==> src/rtl/fb_plot_engine_if.sv <==
// Plot-request handshake carrying one (x, y, data) pixel write into fb_plot_engine.
interface fb_plot_engine_if #(
   parameter int XW     = 10,
   parameter int YW     = 9,
   parameter int DATA_W = 1
);
   logic              plot_valid;
   logic              plot_ready;
   logic [XW-1:0]     plot_x;
   logic [YW-1:0]     plot_y;
   logic [DATA_W-1:0] plot_data;

   modport master (output plot_valid, plot_x, plot_y, plot_data, input plot_ready);
   modport slave  (input plot_valid, plot_x, plot_y, plot_data, output plot_ready);
endinterface

==> src/rtl/fb_plot_engine.sv <==
// Queued pixel-plot / frame-clear engine driving the frame-buffer write port.
// Requests pass through a small FIFO; a clear sweeps every address to CLEAR_VAL.
module fb_plot_engine #(
   parameter int WIDTH      = 640,
   parameter int HEIGHT     = 480,
   parameter int DATA_W     = 1,
   parameter int FIFO_DEPTH = 8,
   parameter int CLEAR_VAL  = 0,
   localparam int XW = $clog2(WIDTH),
   localparam int YW = $clog2(HEIGHT),
   localparam int AW = $clog2(WIDTH*HEIGHT),
   localparam int CW = $clog2(FIFO_DEPTH) + 1
) (
   input  logic              clk,
   input  logic              resetn,
   fb_plot_engine_if.slave   plot_if,
   input  logic              clear_req,
   output logic              fb_wen,
   output logic [AW-1:0]     fb_addr,
   output logic [DATA_W-1:0] fb_wdata,
   output logic              busy,
   output logic              clear_done,
   output logic [7:0]        oor_count,
   output logic [CW-1:0]     fifo_count
);
   localparam int PW = $clog2(FIFO_DEPTH);

   typedef enum logic {RUN, CLEAR} state_e;

   typedef struct packed {
      logic [DATA_W-1:0] data;
      logic [YW-1:0]     y;
      logic [XW-1:0]     x;
   } entry_t;

   entry_t              mem_q [FIFO_DEPTH];
   state_e              state_q, state_d;
   logic [PW-1:0]       wr_ptr_q, wr_ptr_d, rd_ptr_q, rd_ptr_d;
   logic [CW-1:0]       count_q, count_d;
   logic [AW-1:0]       ctr_q, ctr_d;
   logic                fb_wen_q, fb_wen_d;
   logic [AW-1:0]       fb_addr_q, fb_addr_d;
   logic [DATA_W-1:0]   fb_wdata_q, fb_wdata_d;
   logic                clear_done_q, clear_done_d;
   logic [7:0]          oor_q, oor_d;
   logic                push, pop, flush;
   entry_t              head;

   assign plot_if.plot_ready = (count_q != CW'(FIFO_DEPTH));
   assign push               = plot_if.plot_valid && plot_if.plot_ready;
   assign head               = mem_q[rd_ptr_q];

   always_ff @(posedge clk) begin
      if (push) begin
         mem_q[wr_ptr_q] <= {plot_if.plot_data, plot_if.plot_y, plot_if.plot_x};
      end
   end

   // A clear in RUN drops queued entries but keeps one pushed on the same edge,
   // which is done by moving the read pointer onto the current write slot.
   always_comb begin
      state_d      = state_q;
      wr_ptr_d     = wr_ptr_q;
      rd_ptr_d     = rd_ptr_q;
      count_d      = count_q;
      ctr_d        = ctr_q;
      fb_wen_d     = 1'b0;
      fb_addr_d    = fb_addr_q;
      fb_wdata_d   = fb_wdata_q;
      clear_done_d = 1'b0;
      oor_d        = oor_q;
      pop          = 1'b0;
      flush        = 1'b0;

      if (push) begin
         wr_ptr_d = wr_ptr_q + PW'(1);
      end

      case (state_q)
         RUN: begin
            if (clear_req) begin
               state_d  = CLEAR;
               ctr_d    = '0;
               flush    = 1'b1;
               rd_ptr_d = wr_ptr_q;
            end else if (count_q != '0) begin
               pop      = 1'b1;
               rd_ptr_d = rd_ptr_q + PW'(1);
               if (int'(head.x) < WIDTH && int'(head.y) < HEIGHT) begin
                  fb_wen_d   = 1'b1;
                  fb_addr_d  = AW'(int'(head.x) + WIDTH * int'(head.y));
                  fb_wdata_d = head.data;
               end else if (oor_q != 8'hFF) begin
                  oor_d = oor_q + 8'd1;
               end
            end
         end
         CLEAR: begin
            fb_wen_d   = 1'b1;
            fb_addr_d  = ctr_q;
            fb_wdata_d = DATA_W'(CLEAR_VAL);
            ctr_d      = ctr_q + AW'(1);
            if (ctr_q == AW'(WIDTH*HEIGHT - 1)) begin
               state_d      = RUN;
               ctr_d        = '0;
               clear_done_d = 1'b1;
            end
         end
         default: state_d = RUN;
      endcase

      if (flush) begin
         count_d = CW'(push);
      end else begin
         count_d = count_q + CW'(push) - CW'(pop);
      end
   end

   always_ff @(posedge clk or negedge resetn) begin
      if (!resetn) begin
         state_q      <= RUN;
         wr_ptr_q     <= '0;
         rd_ptr_q     <= '0;
         count_q      <= '0;
         ctr_q        <= '0;
         fb_wen_q     <= 1'b0;
         fb_addr_q    <= '0;
         fb_wdata_q   <= '0;
         clear_done_q <= 1'b0;
         oor_q        <= '0;
      end else begin
         state_q      <= state_d;
         wr_ptr_q     <= wr_ptr_d;
         rd_ptr_q     <= rd_ptr_d;
         count_q      <= count_d;
         ctr_q        <= ctr_d;
         fb_wen_q     <= fb_wen_d;
         fb_addr_q    <= fb_addr_d;
         fb_wdata_q   <= fb_wdata_d;
         clear_done_q <= clear_done_d;
         oor_q        <= oor_d;
      end
   end

   assign fb_wen     = fb_wen_q;
   assign fb_addr    = fb_addr_q;
   assign fb_wdata   = fb_wdata_q;
   assign clear_done = clear_done_q;
   assign oor_count  = oor_q;
   assign fifo_count = count_q;
   assign busy       = (state_q == CLEAR) || (count_q != '0);
endmodule

==> src/flat_wrapper.sv <==
// flat-port wrapper written by rule: the top's interface ports become plain ports
module fb_plot_engine_flat 
#(
   parameter int WIDTH      = 640,
   parameter int HEIGHT     = 480,
   parameter int DATA_W     = 1,
   parameter int FIFO_DEPTH = 8,
   parameter int CLEAR_VAL  = 0,
   localparam int XW = $clog2(WIDTH),
   localparam int YW = $clog2(HEIGHT),
   localparam int AW = $clog2(WIDTH*HEIGHT),
   localparam int CW = $clog2(FIFO_DEPTH) + 1
)
  (clk, resetn, clear_req, fb_wen, fb_addr, fb_wdata, busy, clear_done, oor_count, fifo_count, plot_if_plot_valid, plot_if_plot_x, plot_if_plot_y, plot_if_plot_data, plot_if_plot_ready);
  fb_plot_engine_if #(.XW(($clog2(WIDTH))), .YW(($clog2(HEIGHT))), .DATA_W(DATA_W)) plot_if_i ();
  input  logic clk;
  input  logic resetn;
  input  logic clear_req;
  output logic fb_wen;
  output logic [AW-1:0] fb_addr;
  output logic [DATA_W-1:0] fb_wdata;
  output logic busy;
  output logic clear_done;
  output logic [7:0] oor_count;
  output logic [CW-1:0] fifo_count;
  input wire logic [$bits(plot_if_i.plot_valid)-1:0] plot_if_plot_valid;
  input wire logic [$bits(plot_if_i.plot_x)-1:0] plot_if_plot_x;
  input wire logic [$bits(plot_if_i.plot_y)-1:0] plot_if_plot_y;
  input wire logic [$bits(plot_if_i.plot_data)-1:0] plot_if_plot_data;
  output wire logic [$bits(plot_if_i.plot_ready)-1:0] plot_if_plot_ready;
  assign plot_if_i.plot_valid = plot_if_plot_valid;
  assign plot_if_i.plot_x = plot_if_plot_x;
  assign plot_if_i.plot_y = plot_if_plot_y;
  assign plot_if_i.plot_data = plot_if_plot_data;
  assign plot_if_plot_ready = plot_if_i.plot_ready;
  fb_plot_engine #(.WIDTH(WIDTH), .HEIGHT(HEIGHT), .DATA_W(DATA_W), .FIFO_DEPTH(FIFO_DEPTH), .CLEAR_VAL(CLEAR_VAL)) u_core (.clk(clk), .resetn(resetn), .plot_if(plot_if_i), .clear_req(clear_req), .fb_wen(fb_wen), .fb_addr(fb_addr), .fb_wdata(fb_wdata), .busy(busy), .clear_done(clear_done), .oor_count(oor_count), .fifo_count(fifo_count));
endmodule
==> config.mk <==
export PLATFORM = sky130hd
export DESIGN_NAME = fb_plot_engine_flat
export DESIGN_NICKNAME = d
export VERILOG_FILES = /design/src/rtl/fb_plot_engine_if.sv /design/src/rtl/fb_plot_engine.sv /design/src/flat_wrapper.sv
export SDC_FILE = /design/constraint.sdc
export NUM_CORES = 1
export LEC_CHECK = 0
export CAP_MARGIN = 15
export CORE_MARGIN = 1.5
export CORE_UTILIZATION = 45
export CTS_BUF_LIST = sky130_fd_sc_hd__clkbuf_8
export DETAILED_ROUTE_END_ITERATION = 10
export PLACE_DENSITY = 0.72
export SLEW_MARGIN = 10
export SYNTH_ARGS = -nofsm -noshare
export SYNTH_HDL_FRONTEND = slang
export SYNTH_SLANG_ARGS = --single-unit
==> constraint.sdc <==
create_clock -name clk -period 6.9 [get_ports clk]
set_input_delay 2.07 -clock clk [delete_from_list [all_inputs] [get_ports clk]]
set_output_delay 2.07 -clock clk [all_outputs]
set_load 0.005 [all_outputs]
After elaboration in Yosys (flattened, before gate mapping)

Memory sizes are Yosys's and may differ from the RTL's.
Index checks and enable logic that the tools add are counted.

Add/subtract/negate cells: 7
Multiply operators: 1
Order comparisons: 2
Eq/ne operators: 7
Muxes and demuxes: 29
Bitwise logic cells: 3
Reduce and logical (&&, ||, !) cells: 8

Operators by type and width:

| operator                                                                 | number |
|---|---|
| 19-bit 2-to-1 mux                                                        | 5 |
| 19-bit case mux with 2 select lines                                      | 2 |
| 11-bit by 19-bit adder with 19-bit output                                | 1 |
| 19-bit by 1-bit adder with 19-bit output (second input constant)         | 1 |
| 19-bit equality test (second input constant)                             | 1 |
| 1-bit 2-to-1 mux                                                         | 16 |
| 3-bit by 9-bit multiplier with 12-bit output (first input constant)      | 1 |
| 10-bit less-than comparator (second input constant)                      | 1 |
| 9-bit less-than comparator (second input constant)                       | 1 |
| 8-bit by 1-bit adder with 8-bit output (second input constant)           | 1 |
| 8-bit inequality test (second input constant)                            | 1 |
| 3-bit by 1-bit adder with 3-bit output (second input constant)           | 2 |
| 3-bit 2-to-1 mux                                                         | 2 |
| 1-bit case mux with 2 select lines                                       | 3 |
| 5-bit AND reduction                                                      | 1 |
| 4-bit by 1-bit adder with 4-bit output                                   | 1 |
| 4-bit 2-to-1 mux                                                         | 1 |
| 2-bit by 1-bit inequality test with 1-bit output (second input constant) | 2 |
| 2-bit inequality test (second input constant)                            | 2 |
| 4-bit inequality test (second input constant)                            | 1 |
| 4-bit nonzero test                                                       | 1 |
| 4-bit by 1-bit subtractor with 4-bit output                              | 1 |
| 1-bit inverter                                                           | 3 |
| 3-bit AND reduction                                                      | 1 |
| other kinds (4)                                                          | 5 |

Bits in registers: 60
RAM bits: 160
Input port bits: 24
Output and inout port bits: 36
Logic and storage cells: 68
Memories: 1

Memory list:

| name         | words | bits a word | read ports | clocked after Yosys merged registers in | write ports | line                 | text |
|---|---|---|---|---|---|---|---|
| u_core.mem_q | 8     | 20          | 1          | 0                                       | 1           | fb_plot_engine.sv:36 | `entry_t mem_q [FIFO_DEPTH];` |

Logic depth before layout (Yosys ltp)

An unclocked memory read counts as a cell.

Word-level depth: 7
Gate-level depth with buffers: 15
Depth with buffers taken out: 12

Worst setup path after synthesis

OpenSTA, ideal clock, no wires.

Path type: input to register
Start: input plot_if_plot_valid
End: memory u_core.mem_q[0][0] (netlist name), enable pin
Data arrival time: 4.174 ns
Path slack: 2.278 ns
Cell stages on the path: 2
Path buffers: 0
Cells stage by stage: nand2_1 > nor4_1

Longest elaborated chain between the ends: 3

Ends and longest elaborated chain:

| item                                   | line                 | text |
|---|---|---|
| from (decl)                            | flat_wrapper.sv:26   | `input wire logic [$bits(plot_if_i.plot_valid)-1:0] plot_if_plot_valid;` |
| 1-bit logical AND                      | fb_plot_engine.sv:50 | `assign push = plot_if.plot_valid && plot_if.plot_ready;` |
| 1-bit 2-to-1 mux                       | fb_plot_engine.sv:54 | `if (push) begin` |
| 1-bit 2-to-1 mux (not written as such) | fb_plot_engine.sv:55 | `mem_q[wr_ptr_q] <= {plot_if.plot_data, plot_if.plot_y, plot_if.plot_x};` |
| to (decl)                              | fb_plot_engine.sv:36 |  |

Every way passes these cells.

Worst setup path after layout

Start: register u_core.rd_ptr_q[0]
End: register u_core.fb_addr_q[18] (netlist: u_core.fb_addr[18])

Longest elaborated chain between the ends: 7
Elaborated cells between the ends (all ways): 12
Those cells by class: 1 x add/sub; 1 x mul; 2 x order compare; 1 x eq/ne; 4 x mux; 2 x reduce/logical; 1 x memory

Ends and longest elaborated chain:

| item                                         | line                  | text |
|---|---|---|
| from (decl)                                  | fb_plot_engine.sv:38  | `logic [PW-1:0] wr_ptr_q, wr_ptr_d, rd_ptr_q, rd_ptr_d;` |
| from (signal assigned)                       | fb_plot_engine.sv:134 | `rd_ptr_q <= rd_ptr_d;` |
| memory read 8 x 20 bit (*)                   | -                     |  |
| 3-bit by 9-bit multiplier with 12-bit output | fb_plot_engine.sv:91  | `fb_addr_d = AW'(int'(head.x) + WIDTH * int'(head.y));` |
| 11-bit by 19-bit adder with 19-bit output    | fb_plot_engine.sv:91  |  |
| 19-bit 2-to-1 mux                            | fb_plot_engine.sv:89  | `if (int'(head.x) < WIDTH && int'(head.y) < HEIGHT) begin` |
| 19-bit 2-to-1 mux                            | fb_plot_engine.sv:86  | `end else if (count_q != '0) begin` |
| 19-bit 2-to-1 mux                            | fb_plot_engine.sv:81  | `if (clear_req) begin` |
| 19-bit case mux with 2 select lines          | fb_plot_engine.sv:79  | `case (state_q)` |
| to (signal assigned)                         | fb_plot_engine.sv:138 | `fb_addr_q <= fb_addr_d;` |
| to (decl)                                    | fb_plot_engine.sv:42  | `logic [AW-1:0] fb_addr_q, fb_addr_d;` |

Every way passes the cells marked *; elsewhere a longest branch is shown, timed or not. The select of a mux whose other input is x is not followed.
A chain may end at the register's enable or synchronous reset.

==> out/metrics.cfg <==
[outcome]
outcome = complete, no violations

[setup_path]
cp-endpoint = u_core.fb_addr[18]$_DFFE_PN0P_
crit_arrival_ns = 4.78
startpoint_type = flop
reg2reg_depth = 13
critPathKind = flop to flop
worstPathMaxFanout = 23
r2r_start = u_core.rd_ptr_q[0]$_DFFE_PN0P_
required_ns = 7.32
crit_path_start = u_core.rd_ptr_q[0]$_DFFE_PN0P_
critPathCaptureType = flop
r2r_slack_ns = 2.54
rr_endpoint = u_core.fb_addr[18]$_DFFE_PN0P_

[floorplanning]
die_w_um = 151
fp-row-count = 53
core_um2 = 21200
io_pins = 60
die_area_um2 = 22700
start_util = 0.462
die_h_um = 151

[clocking]
post-cts-setup-buffers = 0
cts.sink_count = 220
clkLatencyLatePin_ns = 0.53
cts.repair.resized = 0
htree_num_levels = 2
cts_hold_buf = 0
cts_buffer_depth = 3
cts_buffers = 36
clock-root-buffer = clkbuf_8
clk_pin_slew_ns = 0.06
tritoncts = done

[sta]
setup_viol = 0
slew_headroom = 0.396
hold_violations = 0
post-route-period-util = 0.632
worstMarginPinSlew_ns = 0.902
period_needed_ns = 4.36
grt_setup_unrepaired = no
setup_ws_ns = 2.54
fin_skew_ns = 0.0199
maxSlewViolCount = 0
timing.fmax_mhz = 229
tns_ns = 0

[grt]
grt_pass1_vias = 5848
grt_max_degree = 61
antenna_found_initial = 0
grt_usage = 0.179
overflow = 0
grt_pass1_wl_um = 31100

[placement]
dp_hpwl_um = 12300
place.port_buffers = 59
place_ws_ns = 2.19
gp_congestion = 0.767
placed_area_um2 = 10700
placedCellCount = 949

[cells_and_area]
num_antenna_cells = 0
drive_above_1_share = 0.170
area.growth.synth_to_final_pct = 16.9
nFillCells = 1727
multi_input_area_um2 = 3320
final-seq-area_um2 = 6310
final_nets = 767
utilization = 0.541
finalNonFillerCells = 1016
final_area_um2 = 11500

[worst_hold_path]
holdCritPathClass = flop to flop

[power]
peakVddDrop_mv = 0.129
powerDensity_nw_per_um2 = 353
p_leak_uw = 0.00421

[logic_synthesis]
syn_area_per_cell_um2 = 15.6
synth-seq-area-share = 0.643
ys_ff_latch = 220
synth_edf_count = 160
synthesis.instances = 630
synth-main-ff-cell = edfxtp_1
ys_async_sr_fraction = 0.273
synth_cell_type_count = 63
syn_nets = 684
yosys_warnings = 0
synth_area_um2 = 9810

[detailed_routing]
drt_iter0_drc = 268
vias = 5733
vias_per_cell = 5.64
detail_route.wl_per_cell_um = 19.1
drc_errors = 0
drt-pass1-iter-count = 4
routed_wl_um = 19400
ant_nets = 0

[job]
drv_cap = 0

-- cells by family after synthesis --
family	Yosys count	share of synthesized area
DFF	220	0.643
and+or+nand+nor	152	0.0789
AOI/OAI and AO/OA	101	0.0786
muxes	60	0.117
buffers and inverters	45	0.0216
adders and majority gates	30	0.0406
xor gates and xnor gates	22	0.0210
-- through the flow --
stage / hold slack (ns) / total power [uW]
after global placement: 0.483 / 2890
after detailed placement: 0.499 / 2940
after global routing: 0.525 / 4290
after CTS: 0.509 / 4090
after floorplan: 0.470 / 2570
final: 0.508 / 4050
-- critical path, stage by stage (launching register included) --
cell and delay (ns):
dfrtp_2 0.63, buf_12 0.27, mux4_2 0.51, mux2i_1 0.26, inv_1 0.11, ha_1 0.29
ha_1 0.23, fa_1 0.40, xor2_1 0.18, and3_1 0.21, nand4_1 0.23, or2_2 0.36
o41a_1 0.31, o31ai_1 0.23
-- how the worst min path moves through the flow --
| stage | endpoint | from | cells after the start |
|---|---|---|---|
| after global routing | u_core.fb_addr[0]$_DFFE_PN0P_ | u_core.fb_addr[0]$_DFFE_PN0P_ | 1 |
| after global placement | u_core.oor_count[5]$_DFFE_PN0P_ | u_core.oor_count[5]$_DFFE_PN0P_ | 1 |
| after floorplan | u_core.fb_wdata$_DFFE_PN0P_ | u_core.fb_wdata$_DFFE_PN0P_ | 2 |
| final | u_core.oor_count[5]$_DFFE_PN0P_ | u_core.oor_count[5]$_DFFE_PN0P_ | 1 |
| after detailed placement | u_core.fb_addr[4]$_DFFE_PN0P_ | u_core.fb_addr[4]$_DFFE_PN0P_ | 1 |
| after CTS | u_core.oor_count[5]$_DFFE_PN0P_ | u_core.oor_count[5]$_DFFE_PN0P_ | 1 |
-- layer usage --
| metal | wire length [um] | vias to the layer above | GRT usage |
|---|---|---|---|
| li1 | - | 2641 | - |
| met1 | 8350 | 2895 | 0.238 |
| met2 | 9410 | 170 | 0.294 |
| met3 | 1290 | 27 | 0.0403 |
| met4 | 317 | 0 | 0.0539 |
| met5 | 0 | - | 0 |
-- cells in the final DEF (no fill, tap or decap), types with 7 or more instances in the layout --
master,count
dfrtp_1,59
and2_1,7
nor2_1,33
mux2_2,7
a21oi_1,9
edfxtp_1,160
ha_1,27
nand2_1,45
xnor2_1,14
mux2i_1,12
mux4_1,8
buf_4,12
clkdlybuf4s50_1,58
nand4_1,13
o21ai_0,32
clkbuf_8,38
inv_1,23
mux4_2,32
a21o_1,7
clkinv_1,11
xor2_1,7
a221o_1,16
-- final cells by class --
class,instances,share of cell area
multi-input cells,365,0.290
clock inverters,28,0.0182
flip-flops and latches,220,0.550
clock buffers,38,0.0456
well taps,275,0.0300
inverters,18,0.00589
repair buffers,72,0.0607
-- state kept, by name, summed over array words and instances, names as in the netlist --
signal	cells
u_core.fb_addr	19
u_core.state_q	1
u_core.clear_done	1
u_core.rd_ptr_q	3
u_core.mem_q	160
u_core.fb_wen	1
u_core.fifo_count	4
u_core.ctr_q	19
u_core.wr_ptr_q	3
u_core.fb_wdata	1
u_core.oor_count	8
-- synthesized netlist by cell type (8+ instances only) --
| master | instances | area (um2) |
|---|---|---|
| nand2_1 | 45 | 169 |
| inv_1 | 16 | 60.1 |
| nand4_1 | 13 | 81.3 |
| clkbuf_1 | 10 | 37.5 |
| mux2i_1 | 12 | 120 |
| ha_1 | 27 | 338 |
| a21oi_1 | 9 | 45.0 |
| xnor2_1 | 14 | 123 |
| dfrtp_1 | 60 | 1500 |
| a221o_1 | 16 | 160 |
| edfxtp_1 | 160 | 4800 |
| buf_2 | 10 | 50.1 |
| nor3_1 | 10 | 50.1 |
| o21ai_0 | 32 | 160 |
| nor2_1 | 34 | 128 |
| mux4_1 | 8 | 210 |
| mux4_2 | 32 | 721 |
-- power breakdown --
group	internal (uW)	leakage, uW	total, uW	switching, uW
Sequential	1650	0.00220	1770	127
Combinational	536	0.00160	1140	604
Clock	630	0.000403	1140	506
Total	2810	0.00421	4050	1240
No activity file was read; power rests on OpenSTA's default activity.
==> variant (same flow settings) <==
`WIDTH` is set to 640 in 2 places; all go to 1280.
--- a/src/rtl/fb_plot_engine.sv
+++ b/src/rtl/fb_plot_engine.sv
@@ -3,3 +3,3 @@
 module fb_plot_engine #(
-   parameter int WIDTH      = 640,
+   parameter int WIDTH      = 1280,
    parameter int HEIGHT     = 480,
--- a/src/flat_wrapper.sv
+++ b/src/flat_wrapper.sv
@@ -3,3 +3,3 @@
 #(
-   parameter int WIDTH      = 640,
+   parameter int WIDTH      = 1280,
    parameter int HEIGHT     = 480,
Ports: changed (resized fb_addr and plot_if_plot_x); port bits go from 60 to 62. No check against the original RTL was run, so the function may have changed too.
==> variant against the original RTL <==
The flow now finishes with violations (design-rule violations); synthesized area increased by 3.3%; worst setup slack got worse by 310 ps; sequential cell count increased by 10; routed wire length increased by 9.1%; final area increased by 2.5%; global-route usage increased by 0.56 points; power about the same; largest power group unchanged.
==> variant: results (changes against the original RTL) <==
drc_errors: 8  # +8
seq_area_frac_synth_pct: 65.1  # +0.83 points
grt_use_total_pct: 18.5  # +0.56 points
violations: "design-rule violations"
leakagePower_nw: 4.29  # +1.9%
outcome: "complete, but fails checks"
wl_per_cell_um: 20.4  # +6.8%
final_net_count: 786  # +2.5%
synth_cell_types: 59  # -6.3%
grt_first_pass_wirelength_um: 33700  # +8.2%
grt_max_degree: 63  # +3.3%
vias_per_cell: 5.73  # +1.6%
place_hpwl_um: 13400  # +9.2%
worst_ep_arrival_time_ps: 5120  # +340 ps
nFillCells: 1737  # +0.58%
synth_area_leaders: "edfxtp_1 (50%), dfrtp_1 (15%), mux4_2 (9.3%), ha_1 (3.3%), a221o_1 (1.7%)"
numPortBuffers: 61  # +3.4%
vdd_drop_max_uv: 158  # +22%
drt_wl_total_um: 21100  # +9.1%
wl_met3_um: 1130  # -13%
grt_pass1_vias: 6143  # +5.0%
tightestPinTransition_ps: 993  # +90.8 ps
ff2ff_setup_slack_ps: 2230  # -310 ps
first_pass_iters: 8  # +4
gp_congestion: 0.883  # +15%
syn_nets: 696  # +1.8%
cts_buffers: 39  # +8.3%
intPower_mw: 2.79  # -0.73%
crit_fanout: 22  # -4.3%
area_delta_synth_final_pct: 16.0
timing.hold.ws_ps: 505  # -2.53 ps
largest_register_ff_count: 168  # +5.0%
yosys-top-cells-count: "edfxtp_1 (168), dfrtp_1 (62), mux4_2 (42)"
post_dp_cell_area_mm2: 0.0111  # +3.5%
slowest_delay_ps: 840  # +210 ps
worstHoldStart: "u_core.oor_count[5]$_DFFE_PN0P_"
drt_iter0_markers: 443  # +65%
dr_wl_met2_um: 10400  # +11%
==> variant: cell types whose count changed in the layout (fill, tap and decap cells not counted), sizes merged, moves of 3 or more <==
cell | before | now
a22o | 5 | 0
and3 | 6 | 10
bufinv | 3 | 0
clkinv | 18 | 10
edfxtp | 160 | 168
inv | 25 | 36
mux2 | 8 | 13
nand2 | 45 | 37
nand4 | 13 | 7
o31ai | 4 | 7
xnor2 | 14 | 17
==> variant: power groups by stage <==
stage | logic (mW) | registers [mW] | clock network [mW]
global route | 1.25 | 1.88 | 1.15
finish | 1.13 | 1.85 | 1.07
floorplan | 0.805 | 1.83 | 0
CTS | 1.14 | 1.85 | 1.09
global placement | 1.10 | 1.86 | 0
detailed placement | 1.13 | 1.88 | 0
==> variant: kinds of logic (layout without fill, tap and decap cells) <==
| group | after synthesis | in the layout | share of synthesized area, % |
|---|---|---|---|
| DFF | 230 | 230 | 65.1 |
| and+or+nand+nor | 142 | 142 | 7.11 |
| AOI/OAI and AO/OA | 101 | 101 | 7.38 |
| muxes | 68 | 68 | 12.1 |
| buffers and inverters | 45 | 162 | 2.11 |
| adders and majority gates | 30 | 30 | 3.93 |
| xor gates and xnor gates | 25 | 25 | 2.30 |
==> variant: per-layer routing <==
metal,global-route usage (%),vias to the layer above
li1,-,2691
met3,3.06,33
met1,24.9,3039
met4,5.60,0
met2,30.9,187
met5,0,-
==> variant: cell type report <==
cell class              instances  area share, %
multi-input cells             366           28.5
flip-flops and latches        230           56.1
clock buffers                  40           4.68
inverters                      19          0.607
well taps                     280           2.98
repair buffers                 75           6.05
clock inverters                28           1.02
==> variant: how the worst max path moves through the flow <==
stage,endpoint,slack [ps]
after global routing,u_core.fb_addr[18]$_DFFE_PN0P_,1880
after floorplan,u_core.mem_q[0][0]$_DFFE_PP_,2210
after global placement,u_core.fb_addr[18]$_DFFE_PN0P_,2300
after detailed placement,u_core.fb_addr[18]$_DFFE_PN0P_,2170
after CTS,u_core.fb_addr[18]$_DFFE_PN0P_,2140
final,u_core.fb_addr[18]$_DFFE_PN0P_,2230
==> variant: critical path: cells and delay by family, from the launching register on <==
kind / cells / cell delay (ps)
simple gates: 1 / 410
fa+ha+maj: 2 / 650
flops: 1 / 840
mux: 2 / 850
xor+xnor: 1 / 390
buf+inv: 1 / 470
compound gates: 4 / 950
